===== src/rtl/mem_arb_pkg.sv =====
// Shared types and constants for the unified-memory port arbiter.
package mem_arb_pkg;

    typedef enum logic [1:0] {
        IDLE  = 2'd0,
        ISSUE = 2'd1,
        WAIT  = 2'd2,
        RESP  = 2'd3
    } arb_state_t;

    typedef enum logic {
        OWN_IF = 1'b0,
        OWN_DM = 1'b1
    } owner_t;

    localparam logic [1:0] BE_WORD = 2'b11;
    localparam int         PERF_W  = 16;

endpackage


===== src/rtl/arb_prio_starve.sv =====
// DM-priority winner select with a saturating starvation counter that
// hands the port to fetch after STARVE_MAX back-to-back DM wins.
module arb_prio_starve #(
    parameter int STARVE_MAX = 4
) (
    input  logic clk,
    input  logic reset,
    input  logic if_req,
    input  logic dm_req,
    input  logic arb_en,
    output logic win_if,
    output logic win_dm
);

    logic [3:0] starve_cnt_q, starve_cnt_d;
    logic       starved;

    always_comb begin
        starved      = (starve_cnt_q == 4'(STARVE_MAX));
        win_dm       = arb_en && dm_req && !(if_req && starved);
        win_if       = arb_en && if_req && (!dm_req || starved);
        starve_cnt_d = starve_cnt_q;
        if (arb_en) begin
            // An idle look with fetch quiet also counts as progress for fetch.
            if (win_if || !if_req) begin
                starve_cnt_d = '0;
            end else if (win_dm && !starved) begin
                starve_cnt_d = starve_cnt_q + 4'd1;
            end
        end
    end

    always_ff @(posedge clk or negedge reset) begin
        if (!reset) begin
            starve_cnt_q <= '0;
        end else begin
            starve_cnt_q <= starve_cnt_d;
        end
    end

endmodule


===== src/rtl/mem_port_arbiter.sv =====
// Shares one single-port memory between fetch and data access, one transaction
// at a time. Define MEM_PORT_ARB_PERF_EN to add saturating perf counters.
module mem_port_arbiter
    import mem_arb_pkg::*;
#(
    parameter int ADDR_W     = 16,
    parameter int DATA_W     = 16,
    parameter int MEM_LAT    = 1,
    parameter int STARVE_MAX = 4
) (
    input  logic              clk,
    input  logic              reset,
    input  logic              if_req,
    input  logic [ADDR_W-1:0] if_addr,
    output logic              if_gnt,
    output logic              if_rvalid,
    output logic [DATA_W-1:0] if_rdata,
    input  logic              dm_req,
    input  logic              dm_we,
    input  logic [1:0]        dm_be,
    input  logic [ADDR_W-1:0] dm_addr,
    input  logic [DATA_W-1:0] dm_wdata,
    output logic              dm_gnt,
    output logic              dm_rvalid,
    output logic [DATA_W-1:0] dm_rdata,
    output logic              mem_en,
    output logic              mem_we,
    output logic [1:0]        mem_be,
    output logic [ADDR_W-1:0] mem_addr,
    output logic [DATA_W-1:0] mem_wdata,
    input  logic [DATA_W-1:0] mem_rdata,
    output logic              busy
`ifdef MEM_PORT_ARB_PERF_EN
    ,
    output logic [PERF_W-1:0] perf_if_grants,
    output logic [PERF_W-1:0] perf_dm_grants,
    output logic [PERF_W-1:0] perf_conflict_cycles
`endif
);

    arb_state_t        state_q, state_d;
    owner_t            owner_q, owner_d;
    logic              we_q, we_d;
    logic [2:0]        wait_cnt_q, wait_cnt_d;
    logic              if_gnt_q, if_gnt_d, dm_gnt_q, dm_gnt_d;
    logic              if_rvalid_q, if_rvalid_d, dm_rvalid_q, dm_rvalid_d;
    logic [DATA_W-1:0] if_rdata_q, if_rdata_d, dm_rdata_q, dm_rdata_d;
    logic              mem_en_q, mem_en_d, mem_we_q, mem_we_d;
    logic [1:0]        mem_be_q, mem_be_d;
    logic [ADDR_W-1:0] mem_addr_q, mem_addr_d;
    logic [DATA_W-1:0] mem_wdata_q, mem_wdata_d;
    logic              busy_q, busy_d;
    logic              arb_en, win_if, win_dm;

    assign arb_en = (state_q == IDLE);

    arb_prio_starve #(.STARVE_MAX(STARVE_MAX)) u_prio (
        .clk    (clk),
        .reset  (reset),
        .if_req (if_req),
        .dm_req (dm_req),
        .arb_en (arb_en),
        .win_if (win_if),
        .win_dm (win_dm)
    );

    always_comb begin
        state_d     = state_q;
        owner_d     = owner_q;
        we_d        = we_q;
        wait_cnt_d  = wait_cnt_q;
        if_gnt_d    = 1'b0;
        dm_gnt_d    = 1'b0;
        if_rvalid_d = 1'b0;
        dm_rvalid_d = 1'b0;
        if_rdata_d  = '0;
        dm_rdata_d  = '0;
        mem_en_d    = 1'b0;
        mem_we_d    = 1'b0;
        mem_be_d    = '0;
        mem_addr_d  = '0;
        mem_wdata_d = '0;
        unique case (state_q)
            IDLE: begin
                if (win_dm) begin
                    state_d     = ISSUE;
                    owner_d     = OWN_DM;
                    we_d        = dm_we;
                    dm_gnt_d    = 1'b1;
                    mem_en_d    = 1'b1;
                    mem_we_d    = dm_we;
                    mem_be_d    = dm_be;
                    mem_addr_d  = (dm_be == BE_WORD) ? (dm_addr & ~ADDR_W'(1)) : dm_addr;
                    mem_wdata_d = dm_wdata;
                end else if (win_if) begin
                    state_d     = ISSUE;
                    owner_d     = OWN_IF;
                    we_d        = 1'b0;
                    if_gnt_d    = 1'b1;
                    mem_en_d    = 1'b1;
                    mem_be_d    = BE_WORD;
                    mem_addr_d  = if_addr & ~ADDR_W'(1);
                end
            end
            ISSUE: begin
                state_d    = WAIT;
                wait_cnt_d = '0;
            end
            WAIT: begin
                // The response register is loaded on the last WAIT edge so RESP is one cycle.
                if (wait_cnt_q == 3'(MEM_LAT - 1)) begin
                    state_d = RESP;
                    if (owner_q == OWN_IF) begin
                        if_rvalid_d = 1'b1;
                        if_rdata_d  = mem_rdata;
                    end else begin
                        dm_rvalid_d = 1'b1;
                        dm_rdata_d  = we_q ? '0 : mem_rdata;
                    end
                end else begin
                    wait_cnt_d = wait_cnt_q + 3'd1;
                end
            end
            RESP: begin
                state_d = IDLE;
            end
            default: state_d = IDLE;
        endcase
        busy_d = (state_d != IDLE);
    end

    always_ff @(posedge clk or negedge reset) begin
        if (!reset) begin
            state_q     <= IDLE;
            owner_q     <= OWN_IF;
            we_q        <= 1'b0;
            wait_cnt_q  <= '0;
            if_gnt_q    <= 1'b0;
            dm_gnt_q    <= 1'b0;
            if_rvalid_q <= 1'b0;
            dm_rvalid_q <= 1'b0;
            if_rdata_q  <= '0;
            dm_rdata_q  <= '0;
            mem_en_q    <= 1'b0;
            mem_we_q    <= 1'b0;
            mem_be_q    <= '0;
            mem_addr_q  <= '0;
            mem_wdata_q <= '0;
            busy_q      <= 1'b0;
        end else begin
            state_q     <= state_d;
            owner_q     <= owner_d;
            we_q        <= we_d;
            wait_cnt_q  <= wait_cnt_d;
            if_gnt_q    <= if_gnt_d;
            dm_gnt_q    <= dm_gnt_d;
            if_rvalid_q <= if_rvalid_d;
            dm_rvalid_q <= dm_rvalid_d;
            if_rdata_q  <= if_rdata_d;
            dm_rdata_q  <= dm_rdata_d;
            mem_en_q    <= mem_en_d;
            mem_we_q    <= mem_we_d;
            mem_be_q    <= mem_be_d;
            mem_addr_q  <= mem_addr_d;
            mem_wdata_q <= mem_wdata_d;
            busy_q      <= busy_d;
        end
    end

    assign if_gnt    = if_gnt_q;
    assign dm_gnt    = dm_gnt_q;
    assign if_rvalid = if_rvalid_q;
    assign dm_rvalid = dm_rvalid_q;
    assign if_rdata  = if_rdata_q;
    assign dm_rdata  = dm_rdata_q;
    assign mem_en    = mem_en_q;
    assign mem_we    = mem_we_q;
    assign mem_be    = mem_be_q;
    assign mem_addr  = mem_addr_q;
    assign mem_wdata = mem_wdata_q;
    assign busy      = busy_q;

`ifdef MEM_PORT_ARB_PERF_EN
    logic [PERF_W-1:0] perf_if_q, perf_if_d, perf_dm_q, perf_dm_d, perf_cf_q, perf_cf_d;

    always_comb begin
        perf_if_d = perf_if_q;
        perf_dm_d = perf_dm_q;
        perf_cf_d = perf_cf_q;
        if (win_if && perf_if_q != '1) perf_if_d = perf_if_q + PERF_W'(1);
        if (win_dm && perf_dm_q != '1) perf_dm_d = perf_dm_q + PERF_W'(1);
        if (if_req && dm_req && perf_cf_q != '1) perf_cf_d = perf_cf_q + PERF_W'(1);
    end

    always_ff @(posedge clk or negedge reset) begin
        if (!reset) begin
            perf_if_q <= '0;
            perf_dm_q <= '0;
            perf_cf_q <= '0;
        end else begin
            perf_if_q <= perf_if_d;
            perf_dm_q <= perf_dm_d;
            perf_cf_q <= perf_cf_d;
        end
    end

    assign perf_if_grants       = perf_if_q;
    assign perf_dm_grants       = perf_dm_q;
    assign perf_conflict_cycles = perf_cf_q;
`endif

endmodule


===== config.mk =====
export PLATFORM = sky130hd
export DESIGN_NAME = mem_port_arbiter
export DESIGN_NICKNAME = d
export VERILOG_FILES = /design/src/rtl/mem_arb_pkg.sv /design/src/rtl/arb_prio_starve.sv /design/src/rtl/mem_port_arbiter.sv
export SDC_FILE = /design/constraint.sdc
export NUM_CORES = 1
export LEC_CHECK = 0
export CAP_MARGIN = 25
export CORE_ASPECT_RATIO = 0.75
export CORE_UTILIZATION = 40
export DETAILED_ROUTE_END_ITERATION = 10
export GPL_TIMING_DRIVEN = 0
export PLACE_DENSITY = 0.78
export SLEW_MARGIN = 20
export SYNTH_ARGS = -nofsm -noshare
export SYNTH_HDL_FRONTEND = slang
export SYNTH_SLANG_ARGS = --single-unit
export TNS_END_PERCENT = 1

===== constraint.sdc =====
create_clock -name clk -period 2.8 [get_ports clk]
set_input_delay 0.42 -clock clk [delete_from_list [all_inputs] [get_ports clk]]
set_output_delay 0.42 -clock clk [all_outputs]
set_load 0.05 [all_outputs]

**Yosys cells after proc, flatten, opt, wreduce, memory -nomap -nowiden**

Cells that the tools add are included.

- Output and inout port bits: 73
- Flip-flop bits (word level): 84

- Multiplexer cells: 42
- $add $sub $neg: 2
- Equality and inequality tests: 6
- Reduce and logical (&&, ||, !) cells: 21

Operators by type and width:

| operator | count |
|---|---|
| two-way mux 16 bit | 12 |
| two-way mux 1 bit | 19 |
| two-way mux 2 bit | 6 |
| two-way mux 4 bit | 2 |
| case mux 2 bit (4 select lines) | 1 |
| nonzero test 2 bit | 4 |
| == test 2 bit (second input constant) | 3 |
| logical AND 1 bit | 6 |
| case mux 3 bit (2 select lines) | 1 |
| AND reduction 2 bit | 3 |
| adder 4 x 1 -> 4 bit (second input constant) | 1 |
| == test 4 x 3 -> 1 bit (second input constant) | 1 |
| zero test 1 bit | 4 |
| adder 3 x 1 -> 3 bit (second input constant) | 1 |
| zero test 3 bit | 1 |
| two-way mux 3 bit | 1 |
| == test 2 x 1 -> 1 bit (second input constant) | 1 |
| zero test 2 bit | 1 |
| logical OR 1 bit | 2 |
| inequality test 2 bit (second input constant) | 1 |

**Depth between registers and ports, before layout**

- Depth in word-level cells: 7
- Mapped depth: 7
- Depth with buffers taken out: 5

**Cells and area by module**

Synthesis repeated with hierarchy kept, for this count alone.

- Cell total of the unflattened synthesis: 228
- Area total of the unflattened synthesis: 3136.8 um2

Modules (own cells, without submodules):

| module | area each (um2) | cells an instance | seq. area each (um2) | instances |
|---|---|---|---|---|
| mem_port_arbiter | 2837.7 | 199 | 2001.9 | 1 |
| arb_prio_starve | 299.0 | 29 | 100.1 | 1 |

**Worst setup path after synthesis**

OpenSTA, ideal clock, no wires.

- Kind: reg2reg
- Start point: register u_prio.starve_cnt_q[0]
- End point: register mem_addr_q[10], in the netlist mem_addr[10]
- Slack: 1.325 ns
- Period minus slack after synthesis: 1.475 ns
- Required time: 2.679 ns
- Cell stages (with the launch flop): 7
- Arrival: 1.354 ns
- Library setup time: 0.121 ns
- Path buffers: 1
- Cells stage by stage: dfrtp_1 -> inv_1 -> ha_1 -> and3b_4 -> o211a_4 -> buf_6 -> a22o_1

- Longest elaborated chain between the ends: 6

Ends and longest elaborated chain:

| what | RTL line | text |
|---|---|---|
| start, declared | arb_prio_starve.sv:15 | `logic [3:0] starve_cnt_q, starve_cnt_d;` |
| start signal, assigned | arb_prio_starve.sv:37 | `starve_cnt_q <= starve_cnt_d;` |
| == test 4 x 3 -> 1 bit * | arb_prio_starve.sv:19 | `starved = (starve_cnt_q == 4'(STARVE_MAX));` |
| logical OR 1 bit or logical AND 1 bit (tied branches) | arb_prio_starve.sv:21, arb_prio_starve.sv:20 |  |
| logical AND 1 bit or zero test 1 bit (tied branches) | arb_prio_starve.sv:21, arb_prio_starve.sv:20 |  |
| two-way mux 16 bit or logical AND 1 bit (tied branches) | mem_port_arbiter.sv:95, arb_prio_starve.sv:20 |  |
| two-way mux 16 bit * | mem_port_arbiter.sv:85 | `if (win_dm) begin` |
| two-way mux 16 bit * | mem_port_arbiter.sv:83 | `unique case (state_q)` |
| named net mem_addr_d[10] | mem_port_arbiter.sv:50 | `logic [ADDR_W-1:0] mem_addr_q, mem_addr_d;` |
| end signal, assigned | mem_port_arbiter.sv:164 | `mem_addr_q <= mem_addr_d;` |
| end, declared | mem_port_arbiter.sv:50 |  |

The timed path passes the listed nets; every way through them passes the cells marked *.
A chain may end at the register's enable or synchronous reset.

**Worst setup path in the final report**

- Start point: register mem_wdata_q[8], in the netlist mem_wdata[8]
- End point: output mem_wdata[8]

RTL lines:

| what | RTL line | text |
|---|---|---|
| start, declared | mem_port_arbiter.sv:51 | `logic [DATA_W-1:0] mem_wdata_q, mem_wdata_d;` |
| start signal, assigned | mem_port_arbiter.sv:165 | `mem_wdata_q <= mem_wdata_d;` |
| end, declared | mem_port_arbiter.sv:30 | `output logic [DATA_W-1:0] mem_wdata,` |

No word-level cell between the ends.

==> flow_metrics.env <==
export IMPL_drc=0
export IMPL_areaGrowthSynthToFinish_pct=57.0
export IMPL_skew_ns=0.0119
export IMPL_route_detailed_wl_per_inst_um=14.7
export IMPL_setup_violations_final=0
export IMPL_timing_critical_path_from_type="register"
export IMPL_p_leak_nw=2.25
export IMPL_ctsRootBufferMaster="sky130_fd_sc_hd__clkbuf_8"
export IMPL_initialDrtViolationCount=63
export IMPL_status="finished, final reports clean"
export IMPL_worst_hold_path_type="in -> async"
export IMPL_finalNonFillerCells=485
export IMPL_grt_overflow=0
export IMPL_placementRows=27
export IMPL_vdd_drop_max_mv=0.442
export IMPL_final_seq_area_sq_mm=0.00210
export IMPL_multi_input_area_sq_um=910
export IMPL_timing_final_max_slew_violations=0
export IMPL_clock_latency_ns=0.35
export IMPL_die_area_sq_mm=0.00819
export IMPL_hpwlAfterDp_um=5440
export IMPL_routed_via_density=4.64
export IMPL_n_antenna_cell=0
export IMPL_layout_worst_path_cycle_share_pct=68.9
export IMPL_io_buffer_count=141
export IMPL_avgSynthCellArea_sq_um=13.9
export IMPL_mappedNetlistNets=305
export IMPL_cts_repair_resized=0
export IMPL_vias=2249
export IMPL_setup_repair_after_global_routing_missed_its_margin="false"
export IMPL_path_buf_inv=1
export IMPL_cts_num_sinks=84
export IMPL_hold_ws_ns=0.0385
export IMPL_timing_critical_path_depth=1
export IMPL_powerDensity_mw_per_mm2=929
export IMPL_cts_setup_buffers=0
export IMPL_synth_enable_flop_cells=0
export IMPL_path_depth_of_the_worst_reg2reg_path=7
export IMPL_worstSetupEndpoint="mem_wdata[8]"
export IMPL_postRouteAntennaNets=0
export IMPL_timing_setup_tns_ns=0
export IMPL_wirelength_met1_um=2910
export IMPL_post_dp_cell_area_sq_mm=0.00469
export IMPL_synthesis_area_sq_mm=0.00313
export IMPL_first_pass_grt_wire_length_um=11800
export IMPL_worst_endpoint_required_ns=2.38
export IMPL_dr_wl_met2_um=3580
export IMPL_cp_arrival_ns=1.51
export IMPL_tritoncts="yes"
export IMPL_hold_buf_count_cts=0
export IMPL_clock_tree_buffer_depth=2
export IMPL_die_x_um=104
export IMPL_setup_worst_path_class="reg -> out"
export IMPL_synth_most_common_cell="sky130_fd_sc_hd__dfrtp_1"
export IMPL_setup_worst_path_start="mem_wdata[8]$_DFF_PN0_"
export IMPL_worst_pin_slew_ns=0.531
export IMPL_num_fill_cells=574
export IMPL_cpPeakStageDelay_ns=0.81
export IMPL_post_synth_inst_count=226
export IMPL_worst_r2r_startpoint="state_q[0]$_DFF_PN0_"
export IMPL_cts_reportedPaths_clkPinSlew_ns=0.09
export IMPL_placer_congestion=0.814
export IMPL_slew_limit_headroom_pct=64.5
export IMPL_critical_path_reg2reg_endpoint="dm_rdata[12]$_DFF_PN0_"
export IMPL_hold_violations=0
export IMPL_layout_nets=458
export IMPL_synthesis_yosys_warnings=0
export IMPL_synth_distinct_cells=33
export IMPL_async_flop_share_pct=100
export IMPL_numPlacedInstances=469
export IMPL_ios=144
export IMPL_synth_top_cells_by_area="sky130_fd_sc_hd__dfrtp_1 (67%), sky130_fd_sc_hd__and2_1 (9.8%), sky130_fd_sc_hd__a22o_1 (4.8%)"
export IMPL_post_route_cells_drive_above_1_share_pct=8.33
export IMPL_synth_top_cell_area_share_pct=67.1
export IMPL_cts_buffers=9
export IMPL_grtUsageTotal_pct=19.2
export IMPL_cp_max_fo=1
export IMPL_final_design_area_no_fill_sq_mm=0.00492
export IMPL_cp_slowest_cell="sky130_fd_sc_hd__clkdlybuf4s50_1"
export IMPL_start_util_pct=41.9
export IMPL_dominantRegCellSynth="sky130_fd_sc_hd__dfrtp_1"
export IMPL_cap_violations=0
export IMPL_path_delay_family="buffers and inverters"
export IMPL_clock_tree_htree_level_count=3
export IMPL_ff2ff_setup_slack_ns=0.99
export IMPL_dr_max_layer_used="met4"
export IMPL_synth_common_cells="sky130_fd_sc_hd__dfrtp_1 (84), sky130_fd_sc_hd__and2_1 (49), sky130_fd_sc_hd__a22o_1 (17)"
export IMPL_synth_yosys_seq_area_share_pct=67.1
export IMPL_grt_pass1_vias=2344
export IMPL_initial_antenna_violation_count=0
export IMPL_grt_start_max_net_pins=44
export IMPL_dpl_worst_slack_ns=0.852
export IMPL_yosysTopAreaCell="sky130_fd_sc_hd__dfrtp_1"
export IMPL_maximum_operating_frequency_ghz=0.519
export IMPL_synth_seq_cells=84
export IMPL_post_route_min_period_ns=1.93
export IMPL_core_area_sq_mm=0.00747
export IMPL_dieHeight_um=78.6
export IMPL_crit_chain="clkdlybuf4s50_1"
export IMPL_met3_layer_wire_length_in_the_routed_design_um=612
export IMPL_route_final_wire_length_um=7140
export IMPL_critPathCaptureType="output pin"
export IMPL_drt_pass1_iter_count=4
export IMPL_final_critical_path_setup_slack_ns=0.872
==> metal layers <==
layer	vias to the layer above	GRT usage (%)
met1	1079	22.1
met5	-	0
met2	111	33.3
li1	1055	-
met4	0	6.00
met3	4	7.39
==> power by group <==
part	switching [mW]	total (mW)	internal (mW)
clock network	0.455	0.975	0.520
registers	0.0940	1.57	1.47
logic	1.28	2.02	0.742
total	1.83	4.57	2.74
==> cell type report <==
class / instances / area share [%]
Buffer: 9 / 1.53
Clock buffer: 9 / 2.52
Clock inverter: 7 / 2.14
Inverter: 12 / 0.916
Multi-Input combinational cell: 121 / 18.5
Sequential cell: 84 / 42.8
Tap cell: 101 / 2.57
Timing Repair Buffer: 142 / 29.1
==> state kept, by name (all words and copies together), names as in the netlist <==
| register | flops |
|---|---|
| mem_addr | 16 |
| u_prio.starve_cnt_q | 4 |
| dm_rvalid | 1 |
| if_gnt | 1 |
| wait_cnt_q | 3 |
| dm_gnt | 1 |
| mem_wdata | 16 |
| mem_be | 2 |
| if_rvalid | 1 |
| owner_q | 1 |
| busy | 1 |
| if_rdata | 16 |
| mem_en | 1 |
| state_q | 2 |
| we_q | 1 |
| dm_rdata | 16 |
| mem_we | 1 |
==> cells by family after synthesis <==
| kind of cell | synth area share, % |
|---|---|
| multiplexers | 1.28 |
| adder cells (fa/ha/maj) | 3.20 |
| AND/OR/NAND/NOR | 15.6 |
| XOR/XNOR | 0.280 |
| AO/OA/AOI/OAI | 8.71 |
| buffers and inverters | 3.83 |
| flip-flops | 67.1 |
==> how the worst min path moves through the flow <==
stage          cells past startpoint               endpoint  slack [ns]
2_1_floorplan                      0         busy$_DFF_PN0_        0.12
3_3_place_gp                       1       we_q$_DFFE_PN0P_        0.55
3_5_place_dp                       1  dm_rdata[5]$_DFF_PN0_        0.43
4_1_cts                            1  dm_rdata[3]$_DFF_PN0_        0.04
5_1_grt                            1  dm_rdata[3]$_DFF_PN0_        0.06
6_report                           1  dm_rdata[3]$_DFF_PN0_        0.04
==> stage by stage <==
step / utilization (%) / power (mW)
after CTS: 65.8 / 4.62
after detailed placement: 62.8 / 3.64
after global placement: 62.5 / 3.59
after floorplan: - / 2.90
after global routing: 65.8 / 4.79
final: 65.8 / 4.57
==> placed cells by master, fill, tap and decap left out, drive strengths merged, types with 3 or more instances in the layout <==
cell type      netlist  final
nand2b               5      5
nand2                7      7
mux2i                4      4
o22ai                3      3
dfrtp               84     84
buf                  8     10
inv                 12     16
ha                   8      8
clkbuf               1     10
nor2                 3      3
and2                49     49
a22o                17     17
clkdlybuf4s50        0    140
(Power assumes the default switching activity.)
